$ cat src/rtl/tone_i2s_serializer_if.sv
// Bundle between the note/volume stage and the tone serializer.
//   note_div   : square-wave half period in clk cycles, 0 = silence
//   audio_max  : signed sample used while the tone is in its high phase
//   audio_min  : signed sample used while the tone is in its low phase
//   audio_mclk : DAC master clock (clk/4)
//   audio_lrck : word select (clk/512), 0 = left, 1 = right
//   audio_sck  : serial bit clock (clk/16)
//   audio_sdin : serial data, MSB first, left-justified
//   frame_tick : one-cycle pulse when a new frame word has been latched
//   tone_phase : current square-wave phase
// The master modport belongs to the producer side; the slave modport belongs to the serializer.
interface tone_i2s_serializer_if #(
    parameter int unsigned NOTE_W   = 22,
    parameter int unsigned SAMPLE_W = 16
);
    logic [NOTE_W-1:0]   note_div;
    logic [SAMPLE_W-1:0] audio_max;
    logic [SAMPLE_W-1:0] audio_min;
    logic                audio_mclk;
    logic                audio_lrck;
    logic                audio_sck;
    logic                audio_sdin;
    logic                frame_tick;
    logic                tone_phase;

    modport master (
        output note_div, audio_max, audio_min,
        input  audio_mclk, audio_lrck, audio_sck, audio_sdin, frame_tick, tone_phase
    );

    modport slave (
        input  note_div, audio_max, audio_min,
        output audio_mclk, audio_lrck, audio_sck, audio_sdin, frame_tick, tone_phase
    );
endinterface

$ cat src/rtl/tone_i2s_serializer.sv
// Square-wave tone generator plus 16-bit left-justified stereo serializer for the audio DAC.
// Ports:
//   clk    : 100 MHz system clock
//   rst    : synchronous active-high reset
//   bus_io : tone_i2s_serializer_if slave (note_div/audio_max/audio_min in,
//            audio_mclk/lrck/sck/sdin, frame_tick, tone_phase out)
// All audio clocks are bits of one free-running 9-bit frame counter, so they stay phase-locked.
module tone_i2s_serializer #(
    parameter int unsigned NOTE_W   = 22,
    parameter int unsigned SAMPLE_W = 16
) (
    input  logic                   clk,
    input  logic                   rst,
    tone_i2s_serializer_if.slave   bus_io
);

    logic [8:0]          fcnt_q, fcnt_d;
    logic [NOTE_W-1:0]   note_lat_q, note_lat_d;
    logic [NOTE_W-1:0]   tone_cnt_q, tone_cnt_d;
    logic                tone_phase_q, tone_phase_d;
    logic [SAMPLE_W-1:0] frame_word_q, frame_word_d;
    logic                sdin_q, sdin_d;
    logic                frame_tick_q, frame_tick_d;
    logic [SAMPLE_W-1:0] sample;

    always_comb begin
        fcnt_d       = fcnt_q + 9'd1;
        note_lat_d   = note_lat_q;
        tone_cnt_d   = tone_cnt_q;
        tone_phase_d = tone_phase_q;
        frame_word_d = frame_word_q;
        frame_tick_d = 1'b0;

        // New divisors are only accepted at a half-period boundary so the tone never glitches.
        if (note_lat_q == '0) begin
            tone_cnt_d   = '0;
            tone_phase_d = 1'b0;
            note_lat_d   = bus_io.note_div;
        end else if (tone_cnt_q == note_lat_q - NOTE_W'(1)) begin
            tone_cnt_d   = '0;
            tone_phase_d = ~tone_phase_q;
            note_lat_d   = bus_io.note_div;
        end else begin
            tone_cnt_d   = tone_cnt_q + NOTE_W'(1);
        end

        // Uses the registered phase, so a toggle in the latch cycle latches the old phase.
        if (note_lat_q == '0) begin
            sample = '0;
        end else if (tone_phase_q) begin
            sample = bus_io.audio_max;
        end else begin
            sample = bus_io.audio_min;
        end

        if (fcnt_q == 9'd511) begin
            frame_word_d = sample;
            frame_tick_d = 1'b1;
        end

        // Look ahead at the next counter/word so sdin changes on the SCK falling edge,
        // including the first bit of a freshly latched word.
        sdin_d = frame_word_d[~fcnt_d[7:4]];
    end

    always_ff @(posedge clk) begin
        if (rst) begin
            fcnt_q       <= '0;
            note_lat_q   <= '0;
            tone_cnt_q   <= '0;
            tone_phase_q <= 1'b0;
            frame_word_q <= '0;
            sdin_q       <= 1'b0;
            frame_tick_q <= 1'b0;
        end else begin
            fcnt_q       <= fcnt_d;
            note_lat_q   <= note_lat_d;
            tone_cnt_q   <= tone_cnt_d;
            tone_phase_q <= tone_phase_d;
            frame_word_q <= frame_word_d;
            sdin_q       <= sdin_d;
            frame_tick_q <= frame_tick_d;
        end
    end

    assign bus_io.audio_mclk = fcnt_q[1];
    assign bus_io.audio_sck  = fcnt_q[3];
    assign bus_io.audio_lrck = fcnt_q[8];
    assign bus_io.audio_sdin = sdin_q;
    assign bus_io.frame_tick = frame_tick_q;
    assign bus_io.tone_phase = tone_phase_q;

endmodule

$ cat src/flat_wrapper.sv
// flat-port wrapper written by rule: the top's interface ports become plain ports
module tone_i2s_serializer_flat 
#(
    parameter int unsigned NOTE_W   = 22,
    parameter int unsigned SAMPLE_W = 16
)
  (clk, rst, bus_io_note_div, bus_io_audio_max, bus_io_audio_min, bus_io_audio_mclk, bus_io_audio_lrck, bus_io_audio_sck, bus_io_audio_sdin, bus_io_frame_tick, bus_io_tone_phase);
  tone_i2s_serializer_if #(.NOTE_W(NOTE_W), .SAMPLE_W(SAMPLE_W)) bus_io_i ();
  input  logic clk;
  input  logic rst;
  input wire logic [$bits(bus_io_i.note_div)-1:0] bus_io_note_div;
  input wire logic [$bits(bus_io_i.audio_max)-1:0] bus_io_audio_max;
  input wire logic [$bits(bus_io_i.audio_min)-1:0] bus_io_audio_min;
  output wire logic [$bits(bus_io_i.audio_mclk)-1:0] bus_io_audio_mclk;
  output wire logic [$bits(bus_io_i.audio_lrck)-1:0] bus_io_audio_lrck;
  output wire logic [$bits(bus_io_i.audio_sck)-1:0] bus_io_audio_sck;
  output wire logic [$bits(bus_io_i.audio_sdin)-1:0] bus_io_audio_sdin;
  output wire logic [$bits(bus_io_i.frame_tick)-1:0] bus_io_frame_tick;
  output wire logic [$bits(bus_io_i.tone_phase)-1:0] bus_io_tone_phase;
  assign bus_io_i.note_div = bus_io_note_div;
  assign bus_io_i.audio_max = bus_io_audio_max;
  assign bus_io_i.audio_min = bus_io_audio_min;
  assign bus_io_audio_mclk = bus_io_i.audio_mclk;
  assign bus_io_audio_lrck = bus_io_i.audio_lrck;
  assign bus_io_audio_sck = bus_io_i.audio_sck;
  assign bus_io_audio_sdin = bus_io_i.audio_sdin;
  assign bus_io_frame_tick = bus_io_i.frame_tick;
  assign bus_io_tone_phase = bus_io_i.tone_phase;
  tone_i2s_serializer #(.NOTE_W(NOTE_W), .SAMPLE_W(SAMPLE_W)) u_core (.clk(clk), .rst(rst), .bus_io(bus_io_i));
endmodule
$ cat config.mk
export PLATFORM = sky130hd
export DESIGN_NAME = tone_i2s_serializer_flat
export DESIGN_NICKNAME = d
export VERILOG_FILES = /design/src/rtl/tone_i2s_serializer_if.sv /design/src/rtl/tone_i2s_serializer.sv /design/src/flat_wrapper.sv
export SDC_FILE = /design/constraint.sdc
export NUM_CORES = 1
export LEC_CHECK = 0
export ABC_CLOCK_PERIOD_IN_PS = 7400
export BUFFER_PORTS_ARGS = -buffer_cell sky130_fd_sc_hd__buf_2
export CORE_UTILIZATION = 50
export CTS_BUF_LIST = sky130_fd_sc_hd__clkbuf_8
export DETAILED_ROUTE_END_ITERATION = 7
export GPL_ROUTABILITY_DRIVEN = 0
export PLACE_DENSITY = 0.78
export SYNTH_ARGS = -nofsm -noshare
export SYNTH_HDL_FRONTEND = slang
export SYNTH_SLANG_ARGS = --single-unit
$ cat constraint.sdc
create_clock -name clk -period 7.4 [get_ports clk]
set_clock_uncertainty 0.05 [all_clocks]
set_input_delay 1.85 -clock clk [delete_from_list [all_inputs] [get_ports clk]]
set_output_delay 1.85 -clock clk [all_outputs]
set_load 0.05 [all_outputs]
Word level (Yosys, flattened, before mapping):

Cells that the tools add are included.

* output and inout bits: 6
* register bits after elaboration: 72
* bits of input ports: 56
* logic and storage cells: 27

* bitwise logic cells: 2
* magnitude comparators: 1
* reduce and logical (&&, ||, !) cells: 4
* eq/ne operators: 2
* add/subtract/negate cells: 3
* muxes and demuxes: 8

Operators by type and width (number)
* two-way mux 16 bit: 3
* two-way mux 22 bit: 2
* adder 22 x 1 -> 22 bit, second input constant: 1
* == test 22 bit: 1
* logical NOT 22 bit: 1
* subtractor 22 x 1 -> 22 bit, second input constant: 1
* adder 9 x 1 -> 9 bit, second input constant: 1
* == test 9 bit, second input constant: 1
* < comparator 4 x 5 -> 1 bit, second input constant: 1
* binary-select mux 1 bit (select 4 bit): 1
* NOT 4 bit: 1
* OR reduction 3 bit: 1
* two-way mux 1 bit: 2
* nonzero test 2 bit: 1
* OR reduction 2 bit: 1
* NOT 1 bit: 1

Depth between registers and ports, before layout:

Gate-level depths: netlist (run 1).

* depth after elaboration: 5
* mapped depth: 11
* mapped depth without buffers: 10

Least setup slack after synthesis (run 1):

No wires, ideal clock.

* path kind: input port to flip-flop
* start: input bus_io_audio_max[13]
* end: register u_core.sdin_q (netlist: u_core.bus_io.audio_sdin)
* setup time: 0.134 ns
* data arrival time: 2.738 ns
* stages on the path: 6
* path buffers: 0
* data required time: 7.216 ns
* path slack: 4.478 ns
* cells stage by stage: mux2i_1 a211oi_1 o311ai_0 o221ai_1 nor4_1 a311oi_1

* cells in the longest elaborated chain, start to end: 5

Ends and longest elaborated chain
* start, declared: line flat_wrapper.sv:12 `input wire logic [$bits(bus_io_i.audio_max)-1:0] bus_io_audio_max;`
* two-way mux 16 bit: line tone_i2s_serializer.sv:50 `end else if (tone_phase_q) begin`
* two-way mux 16 bit: line tone_i2s_serializer.sv:48 `if (note_lat_q == '0) begin`
* two-way mux 16 bit: line tone_i2s_serializer.sv:56 `if (fcnt_q == 9'd511) begin`
* binary-select mux 1 bit (select 4 bit): line tone_i2s_serializer.sv:63 `sdin_d = frame_word_d[~fcnt_d[7:4]];`
* two-way mux 1 bit (implied by the code): line tone_i2s_serializer.sv:63
* end signal, assigned: line tone_i2s_serializer.sv:81 `sdin_q <= sdin_d;`
* end, declared: line tone_i2s_serializer.sv:22 `logic sdin_q, sdin_d;`

Every way passes these cells. The select of a mux whose other input is x is not followed.
A chain may end at the register's enable or synchronous reset.

Worst setup path in the final report (run 1):

* start: register u_core.fcnt_q[1]
* end: register u_core.sdin_q (netlist: u_core.bus_io.audio_sdin)

* cells in the longest elaborated chain, start to end: 4
* elaborated cells on any way between the ends: 6
* those cells by class: 1 x add/sub; 1 x eq/ne; 3 x mux; 1 x bitwise

Ends and longest elaborated chain
* start, declared: line tone_i2s_serializer.sv:17 `logic [8:0] fcnt_q, fcnt_d;`
* start signal, assigned: line tone_i2s_serializer.sv:76 `fcnt_q <= fcnt_d;`
* adder 9 x 1 -> 9 bit or == test 9 bit (tied branches): line tone_i2s_serializer.sv:27, tone_i2s_serializer.sv:56
* NOT 4 bit or two-way mux 16 bit (tied branches): line tone_i2s_serializer.sv:63, tone_i2s_serializer.sv:56
* binary-select mux 1 bit (select 4 bit) (*): line tone_i2s_serializer.sv:63
* two-way mux 1 bit (implied by the code) (*): line tone_i2s_serializer.sv:63

Mark *: on every way between the ends. The rest lies on a longest branch, timed or not. The select of a mux whose other input is x is not followed.

==> results.ini, run 1 <==
[outcome]
status=complete, no violations

[yosys]
synth_cell_types=60
yosysSeqAreaShare=0.350
synthFlopType=dfxtp_1
mappedNetlistNets=533
ys_ff_latch=72
synth_warnings=0
netlist_instances=473
async_reset_ff_frac=0
netlist_area_um2=4120
synth_edf_count=0
syn_area_per_cell_um2=8.71

[floorplan]
coreArea_um2=7850
initial_core_util=0.525
die_h_um=92.8
core.rowCount=32
dieArea_um2=8610
die_w_um=92.8
ios=62

[grt]
grt_usage=0.231
gr-total-overflow=0
grt_max_degree=73
grt_pass1_wl_um=15800
grt_pass1_vias=3439
antenna_found_initial=0

[critical_path]
r2r-start=u_core.fcnt_q[1]
r2r_slack_ps=3790
critPathArrivalTime_ps=3810
crit_path_cell_trace=ha_1 > nand3_1 > nor2_1 > ha_1 > clkinv_1 > a21oi_1 > a22oi_1 > a2111oi_0 > nor4_1 > a311oi_1
cpMaxStageDelayCell=a21oi_1
cp_max_fo=17
critPathMaxStageDelay_ps=1020
crit_family=compound AO/OA/AOI/OAI gates
critPathKind=reg2reg
crit_required_ps=7590
worstSetupStartpoint=u_core.fcnt_q[1]
cp_common_cell=ha_1
critPathLaunchType=register
end_kind=register
critical_path_buf_inv_count=1

[placed_design]
port_buffers=61
hpwl_um=6780
place_ws_ps=3900

[clock_network]
root_buffer=clkbuf_8
cts_tree=built
cts_sinks=72
cts_buffers=9
clk_pin_slew_worst_paths_ps=70
clk_path_buf_depth=2
postCtsHoldBufs=0
clk_latency_ps=350
h-tree-depth=3
cts_resized=0
cts_setup_buffers=0

[power]
leakagePower_uw=0.00181
internal_power_uw=1020
power_switching_uw=762
p_comb_frac=0.533
power_frac_clock=0.174
p_seq_frac=0.293
ir_drop_v=0.000276
p_per_area_nw_per_um2=383
swShare=0.428

[routing]
drcViolationCount=0
drt_iter0_drc=191
drt-wirelength-per-cell_um=14.9
dr.pass1.iters=5
route.vias.total=3569
routed_wirelength_um=9300
via_per_inst=5.71
ant_nets=0

[hold_path]
worstHoldStart=u_core.fcnt_q[0]
hold_path_class=reg2reg

[timing]
tns_ps=0
setup_violations=0
hold_viol_final=0
holdWs_ps=407
max_freq_mhz=277
relSlewSlack=0.250
fin_ws_ps=3790
period_needed_ps=3610
rsz0062_at_grt=false
slew_violations=0
worst_pin_slew_ps=1130
fin_crit_sh=0.488

[layout]
nFillCells=740
insertedDiodeCount=0
drive_above_1_share=0.203
num-nets-final=580
syn2layout_area_growth_pct=12.9

[run]
drv_cap=0

==> metal layers <==
layer | GRT usage | wire (µm) | part of all wire | vias up
met1 | 0.290 | 4070 | 0.44 | 1689
met5 | 0 | 0 | 0 | -
met3 | 0.0369 | 380 | 0.041 | 22
li1 | - | - | - | 1769
met4 | 0.112 | 268 | 0.029 | 0
met2 | 0.384 | 4580 | 0.49 | 89
==> cell usage after synthesis, drive strengths merged (7+ instances only) <==
cell type	number	area [µm²]
mux2	15	169
nand4	12	75.1
nor2	45	169
a21oi	7	35.0
dfxtp	72	1440
xnor2	31	272
nand3	18	90.1
mux2i	19	190
nor3	31	175
buf	7	36.3
inv	11	41.3
nand2	17	63.8
xor2	26	228
nor4	7	77.6
nand2b	42	263
a22oi	14	105
clkbuf	20	75.1
==> power by group through the flow <==
stage	logic, µW	clock network (µW)	registers [µW]
2_1_floorplan	780	0	508
3_3_place_gp	895	0	528
3_5_place_dp	929	0	530
4_1_cts	945	316	522
5_1_grt	1040	335	531
6_report	950	310	523
==> kinds of logic after synthesis <==
logic type	Yosys count	synth area share
buf+inv	39	0.0380
compound gates	64	0.119
simple gates	203	0.273
flops	72	0.350
mux	34	0.0872
xor+xnor	57	0.121
fa+ha+maj	4	0.0121
==> stage by stage <==
step / power, µW / instances / instance area, µm² / util
after floorplan: 1290 / 473 / 4120 / -
after global placement: 1420 / 611 / 4460 / 0.568
after detailed placement: 1460 / 611 / 4460 / 0.568
after CTS: 1780 / 625 / 4650 / 0.593
after global routing: 1900 / 625 / 4650 / 0.593
final: 1780 / 625 / 4650 / 0.593
==> layout by cell type (no fill, tap or decap), types with 2 or more instances in the layout <==
cell / count
nand2_1: 17
a31oi_1: 4
xor2_1: 26
o32ai_1: 6
o21ai_0: 2
nor2b_1: 5
or3_1: 3
nand4_1: 12
mux2_2: 15
nand3b_1: 3
nor3_1: 27
clkbuf_8: 11
xnor2_1: 31
mux2i_1: 19
o31a_1: 2
and3_1: 4
inv_1: 11
a211oi_1: 2
dfxtp_1: 72
or2_2: 3
nand3_1: 18
o22ai_1: 2
buf_4: 2
a22oi_1: 14
and2_1: 6
a21oi_1: 7
nor3_2: 4
o21ai_1: 2
buf_2: 61
nor4_1: 3
ha_1: 4
nor2_1: 45
nand2b_1: 42
nor4_2: 3
or4_1: 4
o221ai_1: 2
o31ai_1: 4
==> flip-flops by register name (all words and copies together) (netlist names) <==
register / flops
u_core.tone_cnt_q: 22
u_core.bus_io.frame_tick: 1
u_core.fcnt_q: 9
u_core.bus_io.audio_sdin: 1
u_core.bus_io.tone_phase: 1
u_core.frame_word_q: 16
u_core.note_lat_q: 22
==> final timing paths <==
path / end / cells after the start
worst min register to register: u_core.fcnt_q[0] / 1
worst max-delay path: u_core.bus_io.audio_sdin / 10
worst max register to register: u_core.bus_io.audio_sdin / 10
worst min-delay path: u_core.fcnt_q[0] / 1
==> worst register-to-register path, delay by kind of cell (launching register included) <==
family,cells,cell delay (ps)
adder cells (fa/ha/maj),2,440
buffers and inverters,1,410
AND/OR/NAND/NOR,3,290
flip-flops,1,360
AO/OA/AOI/OAI,4,1960
==> area by class of cell <==
class,instances,area [µm²],area share
clock buffers,11,151,0.0326
clock inverters,3,42.5,0.00915
inverters,12,45.0,0.00969
multi-input cells,362,2520,0.542
flip-flops and latches,72,1440,0.310
well taps,102,128,0.0274
repair buffers,63,320,0.0689
No activity file was read; power rests on OpenSTA's default activity.
==> run 2: changes to the inputs <==
--- a/config.mk
+++ b/config.mk
@@ -5,13 +5,13 @@
 export SDC_FILE = /design/constraint.sdc
 export NUM_CORES = 1
 export LEC_CHECK = 0
-export ABC_CLOCK_PERIOD_IN_PS = 7400
+export ABC_CLOCK_PERIOD_IN_PS = 3000
 export BUFFER_PORTS_ARGS = -buffer_cell sky130_fd_sc_hd__buf_2
 export CORE_UTILIZATION = 50
 export CTS_BUF_LIST = sky130_fd_sc_hd__clkbuf_8
 export DETAILED_ROUTE_END_ITERATION = 7
 export GPL_ROUTABILITY_DRIVEN = 0
-export PLACE_DENSITY = 0.78
+export PLACE_DENSITY = 0.81
 export SYNTH_ARGS = -nofsm -noshare
 export SYNTH_HDL_FRONTEND = slang
 export SYNTH_SLANG_ARGS = --single-unit
==> constraint.sdc (replaced) <==
create_clock -name clk -period 3 [get_ports clk]
set_clock_uncertainty 0.05 [all_clocks]
set_input_delay 0.75 -clock clk [delete_from_list [all_inputs] [get_ports clk]]
set_output_delay 0.75 -clock clk [all_outputs]
set_load 0.05 [all_outputs]
==> run 2 against run 1 <==
  * Fmax grew 26%
  * Clock power grew to 3.0 times the previous value
  * Global-route usage grew 1.5 points
  * Flip-flop and latch count is the same
  * First-iteration DRC count grew 6.8%
  * Power grew to 2.6 times the previous value
  * Critical path depth shrank 1
  * Worst setup slack lost 3700 ps
  * Final area grew 3.0%
  * Sequential power grew 150%
  * Cell count grew 1.4%
  * Largest cell class unchanged
  * Highest routed layer unchanged
==> results.ini, run 2 (synthesized netlist as in run 1, its figures left out) <==
[grt]
gr-total-overflow=0  ; unchanged
use_met1=0.290  ; about the same
grt_pass1_vias=3650  ; was 3439
grt_usage=0.247  ; was 0.231
grt_util_met2=0.430  ; was 0.384
grt.met3_usage=0.0599  ; was 0.0369
grt_max_degree=43  ; was 73
busiest_layer=met2  ; unchanged
grt_pass1_wl_um=16800  ; was 15800 µm
antenna_found_initial=0  ; unchanged

[timing]
rsz0062_at_grt=false  ; unchanged
relSlewSlack=0.443  ; was 0.250
hold_viol_final=0  ; unchanged
slew_violations=0  ; unchanged
fin_crit_sh=0.959  ; was 0.488
setup_violations=0  ; unchanged
max_freq_mhz=348  ; was 277 MHz
period_needed_ps=2880  ; was 3610 ps
tns_ps=0  ; unchanged
worst_pin_slew_ps=834  ; was 1130 ps

[routing]
dr.pass1.iters=4  ; was 5
drt_iter0_drc=204  ; was 191
routed_wirelength_um=9740  ; was 9300 µm
ant_nets=0  ; unchanged
via_per_inst=5.68  ; was 5.71
drt-wirelength-per-cell_um=15.4  ; was 14.9 µm
route.vias.total=3600  ; was 3569
drcViolationCount=0  ; unchanged

[layout]
design_area_um2=4790  ; was 4650 µm²
insertedDiodeCount=0  ; unchanged
stdcell_count=634  ; was 625
num-nets-final=587  ; was 580
final_util=0.611  ; was 0.593
nFillCells=669  ; was 740
layout_common_cells=72 x dfxtp_1, 61 x buf_2, 45 x nor2_1  ; unchanged
largestRegisters=u_core.note_lat_q (22), u_core.tone_cnt_q (22), u_core.frame_word_q (16)  ; unchanged
multiInputGateArea_um2=2540  ; was 2520 µm²
seqCellArea_um2=1440  ; unchanged
drive_above_1_share=0.220  ; was 0.203
syn2layout_area_growth_pct=16.3  ; was 12.9%
mostFrequentLayoutCell=dfxtp_1  ; unchanged

[critical_path]
critPathArrivalTime_ps=3110  ; was 3810 ps
critPathLaunchType=register  ; unchanged
crit_required_ps=3230  ; was 7590 ps
cp_max_fo=6  ; was 17
end_kind=register  ; unchanged
critPathKind=reg2reg  ; unchanged

[run]
drv_cap=0  ; unchanged

[power]
p_per_area_nw_per_um2=981  ; was 383 nW/µm²
swShare=0.411  ; was 0.428
p_comb_frac=0.527  ; was 0.533
leakagePower_uw=0.00189  ; was 0.00181 µW
internal_power_uw=2770  ; was 1020 µW
p_seq_frac=0.275  ; was 0.293
power_frac_clock=0.198  ; was 0.174
power_switching_uw=1930  ; was 762 µW
power_uw=4700  ; was 1780 µW
ir_drop_v=0.000516  ; was 0.000276 V

[clock_network]
clk_pin_slew_worst_paths_ps=80  ; was 70 ps
clk_latency_ps=360  ; was 350 ps
cts_buffers=9  ; unchanged
root_buffer=clkbuf_8  ; unchanged
cts_setup_buffers=0  ; unchanged
cts_tree=built  ; unchanged
postCtsHoldBufs=0  ; unchanged
h-tree-depth=3  ; unchanged
cts_sinks=72  ; unchanged
clk_path_buf_depth=2  ; unchanged

[placed_design]
dp_cells=618  ; was 611
placed_area_um2=4530  ; was 4460 µm²
hpwl_um=7030  ; was 6780 µm
port_buffers=61  ; unchanged

[floorplan]
dieArea_um2=8610  ; unchanged
coreArea_um2=7850  ; unchanged
initial_core_util=0.525  ; unchanged
core.rowCount=32  ; unchanged
die_w_um=92.8  ; unchanged
die_h_um=92.8  ; unchanged
ios=62  ; unchanged

[outcome]
status=complete, no violations  ; unchanged

[hold_path]
hold_path_class=reg2reg  ; unchanged

==> run 2: final timing paths <==
| check | depth (start not counted) | start | to | slack (ps) |
|---|---|---|---|---|
| hold reg to reg | 1 | u_core.fcnt_q[0] | u_core.fcnt_q[0] | 400 |
| setup / recovery | 9 | u_core.note_lat_q[1] | u_core.bus_io.tone_phase | 120 |
| setup reg to reg | 9 | u_core.note_lat_q[1] | u_core.bus_io.tone_phase | 120 |
| hold / removal | 1 | u_core.fcnt_q[0] | u_core.fcnt_q[0] | 400 |
==> run 2: cell type report <==
class / instances / share of cell area
Sequential cell: 72 / 0.301
Multi-Input combinational cell: 362 / 0.529
Clock buffer: 9 / 0.0258
Timing Repair Buffer: 70 / 0.0830
Inverter: 12 / 0.00940
Tap cell: 102 / 0.0266
Clock inverter: 7 / 0.0251
==> run 2: timing repair <==
action,in CTS,in global routing
gates resized for setup,0,4
hold endpoints to repair,0,0
endpoints found under the setup margin,0,46
==> run 2: through the flow <==
step           hold WS (ps)  setup WS (ps)
3_3_place_gp            381            231
2_1_floorplan           367            196
4_1_cts                 400           64.1
5_1_grt                 441           14.1
6_report                395            124
3_5_place_dp            388            143
==> run 2: layer usage <==
layer,vias to the layer above,routed length (µm)
li1,1784,-
met1,1703,4120
met2,86,5000
met3,27,377
met4,0,241
met5,-,0
==> run 2: worst max-delay path: stages, from the launching register on <==
cell and delay (ps):
dfxtp_1 440, inv_1 70, ha_1 260, or2b_1 270, nor4_4 70, or4_1 530
o31a_1 120, or3_1 430, or4_1 410, a21oi_1 150
==> run 2: power groups by stage <==
stage	Sequential, µW	Clock, µW	Combinational [µW]
2_1_floorplan	1250	0	1920
3_3_place_gp	1300	0	2340
3_5_place_dp	1300	0	2400
4_1_cts	1280	944	2440
5_1_grt	1320	994	2700
6_report	1290	933	2480
